### src/rtl/sram_rr_arbiter.sv
// Round-robin arbiter sharing one registered-read SRAM port among NUM_REQ requesters.
// Writes are posted; at most one read is in flight, its data parked in a hold register until accepted.
module sram_rr_arbiter #(
    parameter int NUM_REQ    = 4,
    parameter int ADDR_WIDTH = 10,
    parameter int DATA_WIDTH = 128,
    parameter int MASK_UNIT  = 8,
    parameter int MASK_WIDTH = (DATA_WIDTH + MASK_UNIT - 1) / MASK_UNIT
) (
    input  logic                             clock,
    input  logic                             reset,
    input  logic [NUM_REQ-1:0]               req_valid,
    output logic [NUM_REQ-1:0]               req_ready,
    input  logic [NUM_REQ-1:0]               req_write,
    input  logic [NUM_REQ*ADDR_WIDTH-1:0]    req_addr,
    input  logic [NUM_REQ*MASK_WIDTH-1:0]    req_mask,
    input  logic [NUM_REQ*DATA_WIDTH-1:0]    req_dataIn,
    output logic [NUM_REQ-1:0]               resp_valid,
    input  logic [NUM_REQ-1:0]               resp_ready,
    output logic [DATA_WIDTH-1:0]            resp_data,
    output logic                             sram_enable,
    output logic                             sram_write,
    output logic [ADDR_WIDTH-1:0]            sram_addr,
    output logic [MASK_WIDTH-1:0]            sram_mask,
    output logic [DATA_WIDTH-1:0]            sram_dataIn,
    input  logic [DATA_WIDTH-1:0]            sram_dataOut
);
    localparam int IDX_W = (NUM_REQ > 1) ? $clog2(NUM_REQ) : 1;
    localparam int SUM_W = IDX_W + 1;

    logic [IDX_W-1:0]      r_ptr;
    logic                  r_inflight;
    logic [IDX_W-1:0]      r_inflight_id;
    logic                  r_hold_valid;
    logic [IDX_W-1:0]      r_hold_id;
    logic [DATA_WIDTH-1:0] r_hold_data;

    logic                  w_resp_fire;
    logic                  w_read_allowed;
    logic [NUM_REQ-1:0]    w_eligible;
    logic                  w_grant;
    logic [IDX_W-1:0]      w_grant_idx;
    logic [IDX_W-1:0]      w_ptr_next;
    logic [SUM_W-1:0]      w_sum;
    logic [SUM_W-1:0]      w_ptr_sum;

    always_comb begin
        resp_valid = '0;
        for (int i = 0; i < NUM_REQ; i++) begin
            resp_valid[i] = r_hold_valid && (r_hold_id == IDX_W'(i));
        end
    end

    assign resp_data      = r_hold_data;
    assign w_resp_fire    = |(resp_valid & resp_ready);
    assign w_read_allowed = !r_inflight && (!r_hold_valid || w_resp_fire);
    // Gated by reset so no grant or SRAM access leaks out during a reset cycle.
    assign w_eligible     = req_valid & (req_write | {NUM_REQ{w_read_allowed}}) & {NUM_REQ{!reset}};

    always_comb begin
        w_grant     = 1'b0;
        w_grant_idx = '0;
        w_sum       = '0;
        for (int k = 0; k < NUM_REQ; k++) begin
            w_sum = {1'b0, r_ptr} + SUM_W'(k);
            if (w_sum >= SUM_W'(NUM_REQ)) begin
                w_sum = w_sum - SUM_W'(NUM_REQ);
            end
            if (!w_grant && w_eligible[w_sum[IDX_W-1:0]]) begin
                w_grant     = 1'b1;
                w_grant_idx = w_sum[IDX_W-1:0];
            end
        end
    end

    always_comb begin
        w_ptr_sum  = {1'b0, w_grant_idx} + SUM_W'(1);
        w_ptr_next = w_ptr_sum[IDX_W-1:0];
        if (w_ptr_sum >= SUM_W'(NUM_REQ)) begin
            w_ptr_next = '0;
        end
    end

    always_comb begin
        req_ready = '0;
        for (int i = 0; i < NUM_REQ; i++) begin
            req_ready[i] = w_grant && (w_grant_idx == IDX_W'(i));
        end
    end

    always_comb begin
        sram_enable = w_grant;
        sram_write  = 1'b0;
        sram_addr   = '0;
        sram_mask   = '0;
        sram_dataIn = '0;
        if (w_grant) begin
            sram_write  = req_write[w_grant_idx];
            sram_addr   = req_addr[w_grant_idx*ADDR_WIDTH +: ADDR_WIDTH];
            sram_mask   = req_mask[w_grant_idx*MASK_WIDTH +: MASK_WIDTH];
            sram_dataIn = req_dataIn[w_grant_idx*DATA_WIDTH +: DATA_WIDTH];
        end
    end

    always_ff @(posedge clock) begin
        if (reset) begin
            r_ptr         <= '0;
            r_inflight    <= 1'b0;
            r_inflight_id <= '0;
            r_hold_valid  <= 1'b0;
            r_hold_id     <= '0;
            r_hold_data   <= '0;
        end else begin
            if (w_grant) begin
                r_ptr <= w_ptr_next;
            end
            if (w_grant && !req_write[w_grant_idx]) begin
                r_inflight    <= 1'b1;
                r_inflight_id <= w_grant_idx;
            end else begin
                r_inflight    <= 1'b0;
            end
            // SRAM read data is valid the cycle after the read grant.
            if (r_inflight) begin
                r_hold_valid <= 1'b1;
                r_hold_id    <= r_inflight_id;
                r_hold_data  <= sram_dataOut;
            end else if (w_resp_fire) begin
                r_hold_valid <= 1'b0;
            end
        end
    end
endmodule
### config.mk
export PLATFORM = sky130hd
export DESIGN_NAME = sram_rr_arbiter
export DESIGN_NICKNAME = d
export VERILOG_FILES = /design/src/rtl/sram_rr_arbiter.sv
export SDC_FILE = /design/constraint.sdc
export NUM_CORES = 1
export LEC_CHECK = 0
export ABC_AREA = 1
export BUFFER_PORTS_ARGS = -buffer_cell sky130_fd_sc_hd__buf_2
export CELL_PAD_IN_SITES_DETAIL_PLACEMENT = 0
export CELL_PAD_IN_SITES_GLOBAL_PLACEMENT = 1
export CORE_AREA = 5 5 405 407
export DETAILED_ROUTE_END_ITERATION = 16
export DIE_AREA = 0 0 410 412
export GPL_TIMING_DRIVEN = 0
export PLACE_DENSITY = 0.42
export SYNTH_ARGS = -nofsm -noshare
export SYNTH_HDL_FRONTEND = slang
export SYNTH_SLANG_ARGS = --single-unit
### constraint.sdc
create_clock -name clock -period 2.64 [get_ports clock]
set_input_delay 0.396 -clock clock [delete_from_list [all_inputs] [get_ports clock]]
set_output_delay 0.396 -clock clock [all_outputs]
set_load 0.02 [all_outputs]
---- After elaboration in Yosys (flattened, before gate mapping) ----
Cells that the tools add are included.
word-level totals
  memory bits (writable) .................. 0
  latch bits .............................. 0
  ROM bits ................................ 0
  flip-flop bits (word level) ............. 136
  memories kept ........................... 0
operators by class
  reductions and logical operators ........ 25
  add/subtract/negate cells ............... 8
  div/mod/pow operators ................... 0
  mux-type cells .......................... 30
  $lt $le $gt $ge ......................... 10
  equality and inequality tests ........... 6
  bitwise logic cells ..................... 4
  multipliers ............................. 1
  shift-type cells ........................ 3
operators by type and width
  operator                                                                       count
  512-bit by 10-bit indexed part select with 128-bit output                      1
  128-bit 2-to-1 mux                                                             1
  64-bit by 7-bit indexed part select with 16-bit output                         1
  40-bit by 7-bit indexed part select with 10-bit output                         1
  2-bit 2-to-1 mux                                                               9
  16-bit 2-to-1 mux                                                              1
  2-bit by 3-bit less-than comparator with 1-bit output (second input constant)  5
  1-bit logical AND                                                              13
  1-bit 2-to-1 mux                                                               13
  4-bit bitwise AND                                                              3
  3-bit >= comparator (second input constant)                                    4
  1-bit binary-select mux with 2-bit select                                      5
  10-bit 2-to-1 mux                                                              1
  2-bit equality test (second input constant)                                    4
  2-bit by 1-bit subtractor with 2-bit output (second input constant)            4
  1-bit zero test                                                                7
  2-bit by 1-bit adder with 3-bit output (second input constant)                 2
  2-bit by 2-bit adder with 3-bit output (second input constant)                 2
  2-bit by 3-bit multiplier with 5-bit output (second input constant)            1
  2-bit by 1-bit equality test with 1-bit output (second input constant)         2
  2-bit zero test                                                                2
  4-bit OR                                                                       1
  4-bit OR reduction                                                             1
  2-bit by 3-bit >= comparator with 1-bit output (second input constant)         1
  2 further kinds                                                                2

---- Longest topological paths before layout ----
Gate-level depths: netlist (run 1).
  word-level depth ........................ 26
  depth in mapped cells ................... 22
  gate-level depth less buffers ........... 22

---- Worst setup path after synthesis (run 1) ----
Ideal clock, no wire load.
  path kind ............................... register to output
  from .................................... reg r_hold_valid
  to ...................................... out sram_dataIn[23]
  slack ................................... -0.263 ns
  data required time ...................... 2.244 ns
  data arrival time ....................... 2.507 ns
  stages on the path, launching flop included .. 18
  cells stage by stage .................... dfxtp_1 inv_2 o21bai_1 nor2_1 nand2_1 nand2_2 nand2_1 nand3_1 nand2_2 o21ai_4 nand4_4 nand3_4 buf_2 buf_2 nor2_1 nor2_1 o21ai_0 a21oi_1
RTL lines
  what                                       line  source
  start, declared                            34    logic r_hold_valid;
  start signal, assigned                     110   r_hold_valid <= 1'b0;
  start signal, assigned                     125   r_hold_valid <= 1'b1;
  start signal, assigned                     129   r_hold_valid <= 1'b0;
  1-bit logical AND                          50    resp_valid[i] = r_hold_valid && (r_hold_id == IDX_W'(i));
  4-bit bitwise AND                          55    assign w_resp_fire = |(resp_valid & resp_ready);
  4-bit OR reduction                         55
  1-bit logical OR *                         56    assign w_read_allowed = !r_inflight && (!r_hold_valid || w_resp_fire);
  1-bit logical AND *                        56
  4-bit OR *                                 58    assign w_eligible = req_valid & (req_write | {NUM_REQ{w_read_allowed}}) & {NUM_REQ{!reset}};
  4-bit bitwise AND * (2 in a row)           58
  1-bit binary-select mux with 2-bit select  69    if (!w_grant && w_eligible[w_sum[IDX_W-1:0]]) begin
  (+5 left out)                              n/a
  1-bit zero test                            69
  1-bit logical AND                          69
  1-bit 2-to-1 mux                           69
  1-bit zero test                            69
  1-bit logical AND                          69
  1-bit 2-to-1 mux *                         69
  via sram_enable                            21    output logic sram_enable,
  128-bit 2-to-1 mux *                       97    if (w_grant) begin
  end, declared                              25    output logic [DATA_WIDTH-1:0] sram_dataIn,
The timed path passes the listed nets; every way through them passes the cells marked *. The select of a mux whose other input is x is not followed.

---- Worst setup path in the final report (run 1) ----
  from .................................... reg r_hold_id[1]
  to ...................................... out sram_mask[6]
between the ends
  longest elaborated chain between the ends .. 23
ends and longest elaborated chain
  what                                                                          line  source
  start, declared                                                               35    logic [IDX_W-1:0] r_hold_id;
  start signal, assigned                                                        126   r_hold_id <= r_inflight_id;
  2-bit by 1-bit equality test with 1-bit output, or another cell as far along  50
  1-bit logical AND                                                             50
  4-bit bitwise AND *                                                           55
  4-bit OR reduction *                                                          55
  1-bit logical OR *                                                            56
  1-bit logical AND *                                                           56
  4-bit OR *                                                                    58
  4-bit bitwise AND * (2 in a row)                                              58
  (+6 left out)                                                                 n/a
  1-bit zero test                                                               69
  1-bit logical AND                                                             69
  1-bit 2-to-1 mux                                                              69
  1-bit zero test                                                               69
  1-bit logical AND                                                             69
  2-bit 2-to-1 mux                                                              69
  64-bit by 7-bit indexed part select with 16-bit output                        100   sram_mask = req_mask[w_grant_idx*MASK_WIDTH +: MASK_WIDTH];
  16-bit 2-to-1 mux *                                                           97
  end, declared                                                                 24    output logic [MASK_WIDTH-1:0] sram_mask,
Every way passes the cells marked *; elsewhere a longest branch is shown, timed or not. The select of a mux whose other input is x is not followed.

==> results.cfg, run 1 <==
[run_status]
outcome = finished, violations left
violations = setup timing

[layout]
nets = 3657
regArea_um2 = 2730
final_common_cell = buf_2
synthToLayoutAreaGrowth_pct = 140
multiInputGateArea_um2 = 9170
final_cell_mix = buf_2, nor2_1, o21ai_0
drive_gt1_frac = 0.598
nFillCells = 18600

[timing]
setup_viol = 165
worst_pin_slew_ns = 0.863
drv_slew = 0
max-slew-margin-rel = 0.425
fin_ws_ns = -1.31
grt_setup_unrepaired = true
post-route-min-period_ns = 3.95
finClkSkew_ns = 0.0125
max_freq_mhz = 253
period_share = 1.50
hold_violations = 0

[synth]
syn_inst = 1738
synth_cell_types = 26
ys_ff_latch = 136
yosysTopAreaCell = dfxtp_1
synth_area_um2 = 10300
synth_top_area_share = 0.264
syn_nets = 2500
seq_area_frac_synth = 0.264
synth_area_leaders = dfxtp_1, nor2_1, o21ai_0
avgSynthCellArea_um2 = 5.94
yosysWarnings = 0

[route]
routed_wl_um = 124000
drc = 0
detail-route-antenna-nets = 0
vias = 17400
dr.first_iter.drc_count = 945
drt_pass1_iterations = 5
vias_per_cell = 3.47
wire_per_inst_um = 24.7

[floorplanning]
fp-row-count = 147
die_h_um = 412
initial_core_util = 0.0646
num_io_pins = 1050
die_area_um2 = 169000
die_w_um = 410
core_area_um2 = 160000

[placed_design]
portBuffers = 1049
place_hpwl_um = 102000
place_ws_ns = -2.23
place_congestion = 0.925

[cts]
cts_max_level = 4
worst_skew_pair.late_latency_ns = 0.46
max-clock-path-buffers = 2
clock-root-buffer = clkbuf_16
tritoncts = built
numCtsBuffers = 17
cts_sinks = 136
clk_pin_slew_ns = 0.07

[worst_setup_path]
crit_top_cell = nand2_2
crit_family = simple AND/OR/NAND/NOR gates
cp_cell_sequence = inv_4 -> nand3_2 -> nor2_1 -> nor2_1 -> nand2_1 -> nand2_2 -> nand2_2 -> nand3_2 -> nand2_2 -> o21ai_4 -> nand4_4 -> nand3_4 -> buf_12 -> clkinv_16 -> buf_16 -> buf_12 -> o21ai_2 -> o21bai_4 -> a21oi_4 -> buf_6
critPathLaunchType = flip-flop
critPathKind = flip-flop to primary output
end_kind = primary output
slowest_delay_ns = 0.41
crit_buf_inv = 6
crit_slowest_cell = dfxtp_4
cp.arrival_ns = 3.55
rrSetupSlack_ns = -0.41
critPathRequiredTime_ns = 2.24
cp_max_fo = 9

[global_route]
grt_pass1_vias = 17700
grt_pass1_wl_um = 156000
grt_use_total = 0.134
overflow = 0
grt_max_degree = 17
antenna_found_initial = 27

[min_path]
min_path_type = input port to flip-flop

[run]
cap_violations = 0
-- tightest hold or removal path: stages --
cell    delay (ns)
buf_2         0.07
nor2_1        0.03
nor2_1        0.08
-- synthesized netlist by cell type (all sizes together) --
cell and instances:
a211oi 1, a21oi 159, buf 57, clkbuf 106, clkinv 1, dfxtp 136
ha 4, inv 28, nand2 37, nand3 23, nand4 7, nor2 581
nor3 2, o21ai 440, o21bai 155, xor2 1
-- path summary, 6_finish.rpt --
| check | start | to | cells after the start |
|---|---|---|---|
| worst max-delay path | r_hold_id[1] | sram_mask[6] | 20 |
| worst min-delay path | sram_dataOut[9] | resp_data[9] | 3 |
| worst max register to register | r_hold_id[1] | r_ptr[1] | 19 |
| worst min register to register | r_inflight_id[0] | r_inflight_id[0] | 2 |
-- metal layers --
layer  vias to the layer above  track usage  wire length, µm  part of all wire
met5                         -            0               44           0.00036
met2                       748        0.234            61300              0.50
li1                       8226            -                -                 -
met3                       104       0.0366             8330             0.067
met1                      8277        0.162            50500              0.41
met4                         8       0.0352             3520             0.028
-- stage by stage --
step                       util  hold WS (ns)  TNS (ns)  cells  area, µm²
final                     0.155         0.158   -186.43   5009      24800
after global routing      0.155         0.131   -224.18   5000      24800
after CTS                 0.140         0.115   -203.39   4968      22400
after detailed placement  0.119         0.456   -281.86   4873      19000
after global placement    0.119         0.456   -313.98   4873      19000
after floorplan               -         0.427    -12.63   1738      11200
-- flip-flops by register name (all words and copies together), names as in the netlist --
signal / flops
resp_data: 128
r_inflight_id: 2
r_ptr: 2
r_hold_id: 2
r_hold_valid: 1
r_inflight: 1
-- logic make-up after synthesis --
family | synth area share
AND/OR/NAND/NOR | 0.245
XOR/XNOR | 0.000849
flip-flops | 0.264
AO/OA/AOI/OAI | 0.405
buffers and inverters | 0.0805
adder cells (fa/ha/maj) | 0.00485
-- area by class of cell --
type / instances / area share
Antenna cell: 15 / 0.00151
Buffer: 158 / 0.0764
Clock buffer: 19 / 0.0183
Clock inverter: 13 / 0.00545
Inverter: 29 / 0.00605
Multi-Input combinational cell: 1410 / 0.370
Sequential cell: 136 / 0.110
Tap cell: 2086 / 0.105
Timing Repair Buffer: 1143 / 0.307
-- timing repair --
item | in CTS | in global routing
resized for setup | 548 | 563
setup buffers | 47 | 33
pin swaps | 72 | 102
endpoints found under the hold margin | 0 | 0
setup endpoints to repair | 165 | 168
hold buffers | 0 | 0
cloned | 16 | 18
Power of run 1 is not shown: default switching activity piles up to over one toggle a cycle in this logic, so the estimate is an artifact.
==> inputs of run 2 (changes only) <==
--- a/config.mk
+++ b/config.mk
@@ -9,11 +9,12 @@
 export BUFFER_PORTS_ARGS = -buffer_cell sky130_fd_sc_hd__buf_2
 export CELL_PAD_IN_SITES_DETAIL_PLACEMENT = 0
 export CELL_PAD_IN_SITES_GLOBAL_PLACEMENT = 1
-export CORE_AREA = 5 5 405 407
+export CORE_AREA = 2 2 414 416
+export CTS_BUF_LIST = sky130_fd_sc_hd__clkbuf_4
 export DETAILED_ROUTE_END_ITERATION = 16
-export DIE_AREA = 0 0 410 412
+export DIE_AREA = 0 0 416 418
 export GPL_TIMING_DRIVEN = 0
-export PLACE_DENSITY = 0.42
+export PLACE_DENSITY = 0.4
 export SYNTH_ARGS = -nofsm -noshare
 export SYNTH_HDL_FRONTEND = slang
 export SYNTH_SLANG_ARGS = --single-unit
==> run 2 against run 1 <==
Effect of this change:
- the flow still finishes with violations (setup timing)
- global-route usage is 2.8 points higher
- worst setup slack worse by 0.16 ns
- register-to-register slack better by 0.20 ns
- critical path depth is 3 lower
- clock skew is 0.054 ns higher
- fmax is 4.0% lower
==> results.cfg, run 2 (same netlist as run 1, synthesis figures left out) <==
[worst_setup_path]
crit_top_cell = nand2_4
critPathKind = flip-flop to primary output
slowest_delay_ns = 0.55
endpoint = sram_dataIn[95]
cp.arrival_ns = 3.71
crit_start = r_inflight
critPathRequiredTime_ns = 2.24
crit_slowest_cell = dfxtp_1
rr_startpoint = r_inflight
critPathLaunchType = flip-flop
cp_max_fo = 8
cp_cell_sequence = clkinv_4 -> nand2_4 -> nand2_4 -> nand3_4 -> nand2_4 -> o21ai_4 -> nand2_1 -> nand2_2 -> nand3_4 -> inv_6 -> buf_12 -> buf_16 -> buf_12 -> o21ai_2 -> o21bai_1 -> a21oi_2 -> buf_6
reg2reg_to = r_ptr[1]
end_kind = primary output
rr_worst_depth = 15
rrSetupSlack_ns = -0.21

[global_route]
grt_pass1_vias = 17500
overflow = 0
grt_use_total = 0.162
antenna_found_initial = 93
grt_pass1_wl_um = 185000
grt_max_degree = 15

[route]
dr.first_iter.drc_count = 940
vias_per_cell = 3.45
drc = 0
vias = 17900
drt_pass1_iterations = 5
detail-route-antenna-nets = 0
wire_per_inst_um = 28.8
routed_wl_um = 150000

[cts]
max-clock-path-buffers = 3
cts_max_level = 4
tritoncts = built
numCtsBuffers = 25
cts_sinks = 136
clock-root-buffer = clkbuf_4
worst_skew_pair.late_latency_ns = 0.67
clk_pin_slew_ns = 0.08

[timing]
max_freq_mhz = 243
post-route-min-period_ns = 4.11
setup-tns-final_ns = -205.20
setup_viol = 161
worst_pin_slew_ns = 0.959
grt_setup_unrepaired = true
drv_slew = 0
hold_violations = 0
max-slew-margin-rel = 0.361
finClkSkew_ns = 0.0668
period_share = 1.56
fin_ws_ns = -1.47

[placed_design]
portBuffers = 1049
place_congestion = 0.944
place_hpwl_um = 132000
placed_cells = 5006
place_ws_ns = -2.03
post_dp_cell_area_um2 = 19200

[layout]
final_cell_mix = buf_2, nor2_1, o21ai_0
drive_gt1_frac = 0.537
largest_reg_flops = 128
final_common_cell = buf_2
design_area_um2 = 24000
nets = 3722
synthToLayoutAreaGrowth_pct = 133
final_cells = 5201

[floorplanning]
fp-row-count = 151
die_h_um = 418
die_area_um2 = 174000
core_area_um2 = 169000
die_w_um = 416
num_io_pins = 1050
initial_core_util = 0.0610

[min_path]
min_path_type = input port to flip-flop

[run_status]
violations = setup timing
outcome = finished, violations left

[run]
cap_violations = 0
==> run 2: changes by cell type in the layout (fill, tap and decap cells not counted), moves of 33 or more <==
cell and delta:
buf_6 -39, o21ai_2 -60, buf_2 +40, clkbuf_16 -35, dlygate4sd3_1 +103, clkbuf_4 +33
o21ai_0 +75
==> run 2: per-stage QoR <==
stage | hold WS [ns] | util
floorplan | 0.427 | -
global placement | 0.459 | 0.113
CTS | 0.000945 | 0.129
global route | 0.0119 | 0.142
finish | 0.0622 | 0.142
detailed placement | 0.459 | 0.114
==> run 2: worst max-delay path, delay by kind of cell (launching register included) <==
family | cells | cell delay, ns
compound gates | 4 | 0.77
buf+inv | 6 | 1.00
flops | 1 | 0.55
simple gates | 7 | 0.71
==> run 2: worst min-delay path by stage <==
stage	from	endpoint	slack [ns]	cells past startpoint
after floorplan	r_inflight_id[1]	r_hold_id[1]	0.43	2
after CTS	sram_dataOut[51]	resp_data[51]	0.0009	3
final	sram_dataOut[64]	resp_data[64]	0.06	3
after detailed placement	r_inflight_id[1]	r_hold_id[1]	0.46	2
after global placement	r_inflight_id[1]	r_hold_id[1]	0.46	2
after global routing	sram_dataOut[2]	resp_data[2]	0.01	3
==> run 2: area by class of cell <==
cell class                 instances  area [µm²]
inverter                          29         124
multi-input combinational       1410        8820
fill                           19800      145000
sequential                       136        2730
clock buffer                      27         203
clock inverter                     6        51.3
tap                             2218        2780
timing repair buffer            1197        7710
antenna                           17        42.5
buffer                           161        1570
==> run 2: repair_timing <==
item	CTS	global route
cloned	3	5
hold buffers	103	0
pin swaps	51	120
setup endpoints to repair	165	165
buffers inserted	13	25
resized for setup	324	487
hold endpoints to repair	104	0
==> run 2: metal layers <==
layer  vias to the layer above  part of all wire  GRT usage
met3                       171             0.069     0.0417
met1                      8655              0.42      0.205
li1                       8338                 -          -
met2                       746              0.49      0.283
met5                         -            0.0012          0
met4                        26             0.018     0.0202
Power of run 2 is left out for the same reason.
==> inputs of run 3 (changes only) <==
--- a/config.mk
+++ b/config.mk
@@ -15,6 +15,7 @@
 export DIE_AREA = 0 0 416 418
 export GPL_TIMING_DRIVEN = 0
 export PLACE_DENSITY = 0.4
+export SETUP_SLACK_MARGIN = 0.3
 export SYNTH_ARGS = -nofsm -noshare
 export SYNTH_HDL_FRONTEND = slang
 export SYNTH_SLANG_ARGS = --single-unit
==> run 3 against run 2 <==
Effect of this change:
- the flow still finishes with violations (setup timing)
- fmax decreased by 2.0%
- die area unchanged
- register-to-register slack got worse by 0.11 ns
- sequential share of layout area decreased by 0.29 points
- via count increased by 3.0%
- design area increased by 2.6%
- critical path type unchanged
- critical endpoint is now sram_dataIn[113]
- highest routed layer unchanged
==> results.cfg, run 3 (same netlist as run 1, synthesis figures left out) <==
[placed_design]
post_dp_cell_area_um2 = 19300
place_congestion = 0.938
portBuffers = 1049
place_hpwl_um = 130000

[timing]
setup_viol = 163
fin_ws_ns = -1.56
post-route-min-period_ns = 4.20
finClkSkew_ns = 0.0436
max_freq_mhz = 238
grt_setup_unrepaired = true
period_share = 1.59
max-slew-margin-rel = 0.392
hold_violations = 0
hold_slack_ns = 0.0890
drv_slew = 0
worst_pin_slew_ns = 0.913

[floorplanning]
die_area_um2 = 174000
fp-row-count = 151
num_io_pins = 1050
initial_core_util = 0.0610
die_w_um = 416
die_h_um = 418
core_area_um2 = 169000

[min_path]
min_path_type = input port to flip-flop
whs_path_depth = 3

[route]
detail-route-antenna-nets = 0
vias_per_cell = 3.50
drc = 0
drt_pass1_iterations = 5
wire_per_inst_um = 28.4
vias = 18500
dr.first_iter.drc_count = 1275
routed_wl_um = 150000

[worst_setup_path]
critPathLaunchType = flip-flop
critPathRequiredTime_ns = 2.24
slowest_delay_ns = 0.45
critPathKind = flip-flop to primary output
crit_family = simple AND/OR/NAND/NOR gates
cp_max_fo = 6
cp_cell_sequence = nand2_1 -> o21bai_1 -> nor2_2 -> nand2_2 -> nand2_4 -> nand2_4 -> nand3_4 -> nand3_4 -> nand2_8 -> nand2_4 -> nand2_2 -> nand2_2 -> nand3_4 -> inv_8 -> buf_12 -> buf_12 -> buf_12 -> buf_8 -> o21ai_1 -> o21bai_4 -> a21oi_4 -> buf_6
cp.arrival_ns = 3.80
cp.depth = 22
rr_worst_depth = 20
crit_slowest_cell = dfxtp_2
end_kind = primary output
crit_buf_inv = 6

[cts]
max-clock-path-buffers = 2
worst_skew_pair.late_latency_ns = 0.69
clock-root-buffer = clkbuf_4
tritoncts = built
clk_pin_slew_ns = 0.15
numCtsBuffers = 17
cts_sinks = 136
cts_max_level = 4

[global_route]
grt_max_degree = 17
grt_pass1_wl_um = 186000
grt_use_total = 0.162
grt_pass1_vias = 18200
overflow = 0
antenna_found_initial = 111

[layout]
design_area_um2 = 24700
drive_gt1_frac = 0.536
nets = 3767
synthToLayoutAreaGrowth_pct = 139
final_cell_mix = buf_2, nor2_1, o21ai_0
largest_reg_flops = 128
final_common_cell = buf_2

[run]
cap_violations = 0

[run_status]
outcome = finished, violations left
violations = setup timing
## run 3: path summary, 6_finish.rpt
kind | from | end | slack (ns)
worst min-delay path | sram_dataOut[88] | resp_data[88] | 0.09
worst min register to register | r_inflight_id[1] | r_hold_id[1] | 0.49
worst max-delay path | r_hold_id[0] | sram_dataIn[113] | -1.56
worst max register to register | r_hold_id[0] | r_ptr[1] | -0.32
## run 3: timing repair
action,4_1_cts,5_1_grt
setup endpoints to repair,168,171
gates cloned,3,5
gates resized for setup,590,261
endpoints found under the hold margin,127,0
hold buffers,126,0
pin swaps,63,78
buffers inserted,44,21
## run 3: routing by layer
metal,GRT usage,part of all wire,routed length (µm)
met5,0,0.0025,372
met4,0.0406,0.021,3180
met2,0.265,0.47,70400
met3,0.0426,0.073,10900
met1,0.211,0.43,64900
## run 3: layout make-up
cell class / instances / area, µm²
timing repair buffer: 1249 / 8200
buffer: 162 / 1830
inverter: 29 / 128
clock inverter: 15 / 201
sequential: 136 / 2730
tap: 2218 / 2780
multi-input combinational: 1410 / 8590
fill: 19700 / 144000
clock buffer: 17 / 128
antenna: 37 / 92.6
## run 3: worst register-to-register path: cells and delay by family, from the launching register on
kind	cells	cell delay, ns
AND/OR/NAND/NOR	12	1.19
buffers and inverters	4	0.63
flip-flops	1	0.45
AO/OA/AOI/OAI	3	0.38
adder cells (fa/ha/maj)	1	0.25
## run 3: stage by stage
step	setup TNS [ns]	setup WS [ns]	util	cells
after floorplan	-12.60	-0.0932	-	1738
after global placement	-363.43	-3.02	0.114	5005
after detailed placement	-252.29	-2.65	0.114	5006
after CTS	-242.44	-1.67	0.139	5210
after global routing	-270.00	-1.82	0.146	5258
final	-221.91	-1.56	0.146	5273
Power of run 3 is left out for the same reason.
